===== src/rtl/scenario_sequencer.sv =====
// Scenario sequencer: queues 5-bit scenario IDs and launches each one on a
// state_in/start interface, then reports completion or timeout per launch.
module scenario_sequencer #(
  parameter int unsigned DEPTH        = 4,
  parameter int unsigned START_CYCLES = 2,
  parameter int unsigned TIMEOUT      = 3200,
  parameter int unsigned GAP_CYCLES   = 25
) (
  input  logic       clk,
  input  logic       reset,
  input  logic       push,
  input  logic [4:0] push_id,
  output logic       full,
  output logic       empty,
  output logic       drop_err,
  output logic       start,
  output logic [4:0] state_in,
  input  logic       done_in,
  output logic       busy,
  output logic       result_valid,
  output logic [4:0] result_id,
  output logic       result_timeout
);

  localparam int unsigned IDW  = 5;
  localparam int unsigned AW   = $clog2(DEPTH);
  localparam int unsigned CNTW = AW + 1;
  localparam int unsigned TW   = (TIMEOUT > 1) ? $clog2(TIMEOUT) : 1;
  localparam int unsigned CMAX = (START_CYCLES > GAP_CYCLES) ? START_CYCLES : GAP_CYCLES;
  localparam int unsigned CW   = (CMAX > 1) ? $clog2(CMAX) : 1;

  typedef enum logic [1:0] {
    S_IDLE,
    S_LAUNCH,
    S_WAIT,
    S_GAP
  } state_e;

  state_e           state_q, state_d;
  logic [CW-1:0]    cnt_q, cnt_d;
  logic [TW-1:0]    timer_q, timer_d;
  logic             start_q, start_d;
  logic [IDW-1:0]   state_in_q, state_in_d;
  logic             busy_q, busy_d;
  logic             result_valid_q, result_valid_d;
  logic [IDW-1:0]   result_id_q, result_id_d;
  logic             result_timeout_q, result_timeout_d;

  logic [IDW-1:0]   mem_q [DEPTH];
  logic [IDW-1:0]   mem_d [DEPTH];
  logic [AW-1:0]    wr_ptr_q, wr_ptr_d;
  logic [AW-1:0]    rd_ptr_q, rd_ptr_d;
  logic [CNTW-1:0]  count_q, count_d;
  logic             full_q, full_d;
  logic             empty_q, empty_d;
  logic             drop_err_q, drop_err_d;

  logic             pop;
  logic             push_ok;
  logic [IDW-1:0]   head;

  // Queue: a pop frees a slot in the same cycle, so a full queue still accepts
  always_comb begin
    pop        = (state_q == S_IDLE) && !empty_q;
    push_ok    = push && (push_id != IDW'(0)) && (!full_q || pop);
    head       = mem_q[rd_ptr_q];
    mem_d      = mem_q;
    wr_ptr_d   = wr_ptr_q;
    rd_ptr_d   = rd_ptr_q;
    drop_err_d = push && !push_ok;
    if (push_ok) begin
      mem_d[wr_ptr_q] = push_id;
      wr_ptr_d        = wr_ptr_q + AW'(1);
    end
    if (pop) begin
      rd_ptr_d = rd_ptr_q + AW'(1);
    end
    count_d = count_q + CNTW'(push_ok) - CNTW'(pop);
    full_d  = (count_d == CNTW'(DEPTH));
    empty_d = (count_d == CNTW'(0));
  end

  // Launch FSM: next state and registered outputs
  always_comb begin
    state_d          = state_q;
    cnt_d            = cnt_q;
    timer_d          = timer_q;
    start_d          = start_q;
    state_in_d       = state_in_q;
    result_valid_d   = 1'b0;
    result_id_d      = result_id_q;
    result_timeout_d = result_timeout_q;
    case (state_q)
      S_IDLE: begin
        if (!empty_q) begin
          state_in_d = head;
          start_d    = 1'b1;
          cnt_d      = '0;
          state_d    = S_LAUNCH;
        end
      end
      S_LAUNCH: begin
        if (cnt_q == CW'(START_CYCLES - 1)) begin
          start_d = 1'b0;
          timer_d = '0;
          state_d = S_WAIT;
        end else begin
          cnt_d = cnt_q + CW'(1);
        end
      end
      S_WAIT: begin
        // done_in has priority over an expiry on the same cycle
        if (done_in) begin
          result_valid_d   = 1'b1;
          result_timeout_d = 1'b0;
          result_id_d      = state_in_q;
          cnt_d            = '0;
          state_d          = S_GAP;
        end else if (timer_q == TW'(TIMEOUT - 1)) begin
          result_valid_d   = 1'b1;
          result_timeout_d = 1'b1;
          result_id_d      = state_in_q;
          cnt_d            = '0;
          state_d          = S_GAP;
        end else begin
          timer_d = timer_q + TW'(1);
        end
      end
      S_GAP: begin
        if (cnt_q == CW'(GAP_CYCLES - 1)) begin
          state_d = S_IDLE;
        end else begin
          cnt_d = cnt_q + CW'(1);
        end
      end
      default: state_d = S_IDLE;
    endcase
    busy_d = (state_d != S_IDLE);
  end

  always_ff @(posedge clk or negedge reset) begin
    if (!reset) begin
      state_q          <= S_IDLE;
      cnt_q            <= '0;
      timer_q          <= '0;
      start_q          <= 1'b0;
      state_in_q       <= '0;
      busy_q           <= 1'b0;
      result_valid_q   <= 1'b0;
      result_id_q      <= '0;
      result_timeout_q <= 1'b0;
      for (int i = 0; i < int'(DEPTH); i++) mem_q[i] <= '0;
      wr_ptr_q         <= '0;
      rd_ptr_q         <= '0;
      count_q          <= '0;
      full_q           <= 1'b0;
      empty_q          <= 1'b1;
      drop_err_q       <= 1'b0;
    end else begin
      state_q          <= state_d;
      cnt_q            <= cnt_d;
      timer_q          <= timer_d;
      start_q          <= start_d;
      state_in_q       <= state_in_d;
      busy_q           <= busy_d;
      result_valid_q   <= result_valid_d;
      result_id_q      <= result_id_d;
      result_timeout_q <= result_timeout_d;
      mem_q            <= mem_d;
      wr_ptr_q         <= wr_ptr_d;
      rd_ptr_q         <= rd_ptr_d;
      count_q          <= count_d;
      full_q           <= full_d;
      empty_q          <= empty_d;
      drop_err_q       <= drop_err_d;
    end
  end

  assign full           = full_q;
  assign empty          = empty_q;
  assign drop_err       = drop_err_q;
  assign start          = start_q;
  assign state_in       = state_in_q;
  assign busy           = busy_q;
  assign result_valid   = result_valid_q;
  assign result_id      = result_id_q;
  assign result_timeout = result_timeout_q;

endmodule


===== config.mk =====
export PLATFORM = sky130hd
export DESIGN_NAME = scenario_sequencer
export DESIGN_NICKNAME = d
export VERILOG_FILES = /design/src/rtl/scenario_sequencer.sv
export SDC_FILE = /design/constraint.sdc
export NUM_CORES = 1
export LEC_CHECK = 0
export CAP_MARGIN = 15
export CORE_ASPECT_RATIO = 1.5
export CORE_MARGIN = 3
export CORE_UTILIZATION = 45
export DETAILED_ROUTE_END_ITERATION = 10
export PLACE_DENSITY = 0.72
export SLEW_MARGIN = 10
export SYNTH_ARGS = -nofsm -noshare
export SYNTH_HDL_FRONTEND = slang
export SYNTH_SLANG_ARGS = --single-unit

===== constraint.sdc =====
create_clock -name clk -period 7.4 [get_ports clk]
set_clock_uncertainty 0.05 [all_clocks]
set_input_delay 1.48 -clock clk [delete_from_list [all_inputs] [get_ports clk]]
set_output_delay 1.48 -clock clk [all_outputs]
set_load 0.01 [all_outputs]

==> flow_metrics.env <==
export IMPL_synth_seq_area_share_pct=48.71
export IMPL_critPathMaxStageDelay_ns=0.55
export IMPL_grt_pass1_wl_um=9701
export IMPL_ir_worst_vdd_uv=218.8
export IMPL_n_fill_cell=598
export IMPL_port_buffers=25
export IMPL_cp_arrival_ns=4.60
export IMPL_htreeDepth=3
export IMPL_grt_antenna_before_repair=0
export IMPL_dpl_instance_area_um2=3500
export IMPL_drv_slew=0
export IMPL_hpwl_um=4187
export IMPL_wl_um=5725
export IMPL_r2r_cells=11
export IMPL_drive_gt1_share_pct=23.76
export IMPL_core_area_um2=6944
export IMPL_seq_power_share_pct=43.8
export IMPL_grt_usage_pct=15.65
export IMPL_p_switching_uw=500.5
export IMPL_rsz0062_at_grt="false"
export IMPL_p_clk_share_pct=17.6
export IMPL_tns_ns=0
export IMPL_routed_via_density=5.633
export IMPL_drc=0
export IMPL_synth_area_leaders="dfrtp_1, mux2_4, ha_1"
export IMPL_synthFlopType="dfrtp_1"
export IMPL_syn_nets=271
export IMPL_synth_seq_cells=63
export IMPL_crit_slowest_cell="or4_1"
export IMPL_stdcell_count=360
export IMPL_multi_input_area_um2=1515
export IMPL_powerDensity_nw_per_um2=397.0
export IMPL_end_kind="flop"
export IMPL_wl_per_cell_um=15.90
export IMPL_cp_top_family="simple AND/OR/NAND/NOR gates"
export IMPL_crit_cells=12
export IMPL_synth_cell_area_um2=3239
export IMPL_hold_class="reg2reg"
export IMPL_cts_buffers=9
export IMPL_cts_root_buf="clkbuf_8"
export IMPL_first_iter_violations=103
export IMPL_yosysTopAreaCellShare_pct=47.89
export IMPL_intPower_uw=957.3
export IMPL_p_leak_uw=0.001656
export IMPL_crit_chain="clkdlybuf4s50_1 > or4_1 > o211a_1 > inv_2 > ha_1 > inv_1 > ha_1 > inv_1 > fa_1 > xnor2_1 > xnor2_1 > nor3b_1"
export IMPL_initial_core_util_pct=46.65
export IMPL_crit_fanout=8
export IMPL_clock_fmax_ghz=0.2279
export IMPL_gp_congestion=0.7979
export IMPL_fp_dieW_um=75.28
export IMPL_cts_setup_buffers=0
export IMPL_postLayoutCellArea_um2=3672
export IMPL_nNetsFinal=297
export IMPL_start_kind="input pin"
export IMPL_cts_resized=0
export IMPL_dp_cells=344
export IMPL_grt_pass1_vias=2069
export IMPL_ios=26
export IMPL_hold_buffers=0
export IMPL_dieArea_um2=8274
export IMPL_ys_types=54
export IMPL_clk_pin_slew_worst_paths_ns=0.07
export IMPL_ant_nets=0
export IMPL_clockBufferDepth=2
export IMPL_overflow=0
export IMPL_period_needed_ns=4.388
export IMPL_cp_num_buf_inv=4
export IMPL_first_pass_iters=4
export IMPL_p_comb_share_pct=38.5
export IMPL_synth_most_common_cell="dfrtp_1"
export IMPL_area_growth_pct=13.36
export IMPL_synth_cells=251
export IMPL_power_switching_share_pct=34.33
export IMPL_whs_path_depth=1
export IMPL_insertion_delay_ns=0.34
export IMPL_synth_common_cells="dfrtp_1, mux2_4, nand2_1, inv_1"
export IMPL_tightestPinTransition_ns=0.7904
export IMPL_fp_dieH_um=109.9
export IMPL_synth_largest_area_cell="dfrtp_1"
export IMPL_fin_crit_sh_pct=59.30
export IMPL_synth_edf_count=0
export IMPL_hold_viol_final=0
export IMPL_vias=2028
export IMPL_worstSetupPathType="in2reg"
export IMPL_async_flop_share_pct=100.0
export IMPL_finalPower_uw=1458
export IMPL_finalSetupViolCount=0
export IMPL_grt_max_degree=64
export IMPL_cts_sinks=63
export IMPL_cts_tree="yes"
export IMPL_num_rows=37
export IMPL_required_ns=7.61
export IMPL_seq_area_um2=1578
export IMPL_relSlewSlack_pct=47.02
export IMPL_n_antenna_cell=0
export IMPL_synth_warning_count=0
export IMPL_syn_area_per_cell_um2=12.91
export IMPL_status="finished clean"
export IMPL_maxCapViolCount=0
[layout by cell type (no fill, tap or decap), types with 2 or more instances in the layout]
cell	count
clkdlybuf4s50_1	24
mux2_4	20
nor2_1	2
and3_1	3
nand2_1	20
xnor2_1	6
xor2_1	2
nand4_1	5
or4_1	5
o31ai_1	6
a21oi_1	7
nor4_1	2
nand3_1	9
mux2_2	10
dfrtp_1	62
nor2b_1	2
clkinv_2	3
nor3b_1	3
o21ai_0	5
ha_1	10
a22oi_1	3
clkinv_4	2
and2_1	3
nand2b_1	2
o211ai_1	2
inv_1	14
nor3_1	2
mux2i_1	4
nand2_8	4
mux4_2	5
clkbuf_8	9
[cells by family after synthesis]
kind of cell,share of synthesized area [%]
AND/OR/NAND/NOR,15.37
XOR/XNOR,2.163
buffers and inverters,4.518
multiplexers,17.46
adder cells (fa/ha/maj),4.481
flip-flops,48.71
AO/OA/AOI/OAI,7.300
[worst paths after layout]
check / from / end / slack, ns
setup / recovery: push_id[4] / full / 3.01
hold / removal: count_q[2] / count_q[2] / 0.45
setup reg to reg: state_q[0] / full / 4.10
hold reg to reg: count_q[2] / count_q[2] / 0.45
max in group asynchronous: reset / wr_ptr_q[1] / 5.55
min in group asynchronous: reset / timer_q[6] / 1.25
[metal layers]
layer | global-route usage (%) | routed length [um] | vias to the layer above
li1 | - | - | 956
met1 | 18.19 | 2360 | 1018
met2 | 26.81 | 3051 | 46
met3 | 3.934 | 196 | 8
met4 | 6.750 | 116 | 0
met5 | 0 | 0 | -
[area by class of cell]
type                       count  area share [%]
timing repair buffer          26           6.882
sequential                    63           42.96
multi-input combinational    162           41.26
inverter                      15           1.533
clock buffer                   9           3.373
clock inverter                 7           1.329
tap                           78           2.658
[per-stage QoR]
stage / hold slack [ns] / utilization (%) / worst slack (ns)
5_1_grt: 0.4713 / 52.88 / 2.799
4_1_cts: 0.4570 / 52.88 / 2.968
3_5_place_dp: 0.4399 / 50.40 / 2.602
2_1_floorplan: 0.4016 / - / 3.540
6_report: 0.4509 / 52.88 / 3.012
3_3_place_gp: 0.4261 / 50.40 / 2.732
[sequential cells by signal, indices dropped and copies added (netlist names), 2 cells and up]
signal,count
timer_q,12
mem_q,20
cnt_q,5
count_q,3
result_id,5
wr_ptr_q,2
rd_ptr_q,2
state_q,2
state_in,5
[power groups by stage]
stage	Clock, uW	Sequential (uW)	Combinational, uW
after floorplan	0	589	467
after global placement	0	639	552
after detailed placement	0	645	571
after CTS	265	640	572
after global routing	282	666	621
final	257	639	562
(Power assumes the default switching activity.)
==> edit, RTL diff (same settings) <==
`GAP_CYCLES`: 25 -> 50.
--- a/src/rtl/scenario_sequencer.sv
+++ b/src/rtl/scenario_sequencer.sv
@@ -5,5 +5,5 @@
   parameter int unsigned START_CYCLES = 2,
   parameter int unsigned TIMEOUT      = 3200,
-  parameter int unsigned GAP_CYCLES   = 25
+  parameter int unsigned GAP_CYCLES   = 50
 ) (
   input  logic       clk,
Function: no difference found for any inputs over 10 cycles, from zero or initial values and one cycle with reset low; that may be too few to reach the edited logic, so the function may still have changed.
==> edit against the original RTL <==
  * Wire length shrank 6.0%
  * Setup slack improved by 330 ps
  * Synthesized cell count shrank 0.40%
  * Area after synthesis fell by 6.8%
  * Sequential cell count increased by 1
  * Cell count down 0.28%
  * Power is 7.7% lower
  * Maximum frequency grew 8.0%
  * Die area down 6.3%
  * Worst hold slack lost 21 ps
  * Cell area decreased by 4.1%
==> edit: results (changes against the original RTL) <==
final_layout:
  fin_nets: 299  # +0.67%
  fill_cells: 539  # -9.9%
  drive_gt1_frac: 0.2246  # -0.01303
  seqCellArea_mm2: 0.001603  # +1.6%
  buf_share: 0.07173  # +0.002908
  multiInputGateArea_mm2: 0.001341  # -11%
  num-nonclk-inverters: 10  # -5
  clock_area_frac: 0.05575  # +0.008734
  reg_top3: "mem_q x20, timer_q x12, cnt_q x6"
die:
  rows: 35  # -5.4%
drt:
  wl_mm: 5.384  # -6.0%
  drt_iter0_markers: 58  # -44%
  avgViaCountPerCell: 5.295  # -6.0%
logic_synthesis:
  ys_ff_latch: 64  # +1.6%
  synth_fp_nets: 269  # -0.74%
  ys_types: 51  # -5.6%
  ys_seq_area_frac: 0.5309  # +0.04381
run_status:
  status: "finished clean"
placement:
  dp_slack_ps: 2972  # +370.2 ps
  routabilityCongestion: 0.7774  # -2.6%
  dpl.hpwl_mm: 3.814  # -8.9%
grt:
  grt_pass1_wl_mm: 9.528  # -1.8%
  grt_pass1_vias: 2035  # -1.6%
power:
  vdd_drop_max_v: 0.0002478  # +13%
  p_leak_uw: 0.001573  # -5.0%
sta:
  slew-limit-headroom: 0.4745  # +0.004363
setup_path:
  arrival_ps: 4260  # -340 ps
## edit: metal layers
| metal | part of all wire | vias up | global-route usage |
|---|---|---|---|
| met1 | 0.43 | 913 | 0.1928 |
| li1 | - | 941 | - |
| met5 | 0 | - | 0 |
| met3 | 0.031 | 12 | 0.03595 |
| met4 | 0.019 | 0 | 0.06728 |
| met2 | 0.52 | 35 | 0.2655 |
## edit: where the power goes
group	internal [µW]	switching (µW)	leakage [µW]
Sequential	488	122	0.000795
Combinational	259	181	0.000683
Clock	155	140	0.0000952
Total	902	443	0.00157
## edit: final timing paths
kind	start	endpoint	slack [ps]	depth (start not counted)
worst min register to register	result_id[3]	result_id[3]	430	2
worst max-delay path	push_id[1]	full	3340	13
worst max register to register	state_q[0]	full	3910	12
min in group asynchronous	reset	cnt_q[2]	1250	2
max in group asynchronous	reset	state_in[0]	5530	2
worst min-delay path	result_id[3]	result_id[3]	430	2
## edit: stage by stage
stage	power [µW]	cells	utilization
2_1_floorplan	910.7	250	-
3_3_place_gp	1051	343	0.5276
3_5_place_dp	1063	343	0.5276
4_1_cts	1363	359	0.5587
5_1_grt	1444	359	0.5587
6_report	1345	359	0.5587
## edit: critical path, stage by stage
cell	delay, ps
clkdlybuf4s50_1	540
nor3_1	100
nand2_1	70
and3_1	480
inv_1	110
ha_1	290
inv_1	60
ha_1	130
inv_1	50
fa_1	370
xnor2_1	150
xnor2_1	200
nor3b_1	220
## edit: kinds of logic after synthesis
kind of cell,Yosys count,synth area share
xor gates and xnor gates,14,0.04061
AOI/OAI and AO/OA,27,0.06134
muxes,32,0.1372
and+or+nand+nor,86,0.1612
DFF,64,0.5309
buffers and inverters,17,0.02486
adders and majority gates,10,0.04393
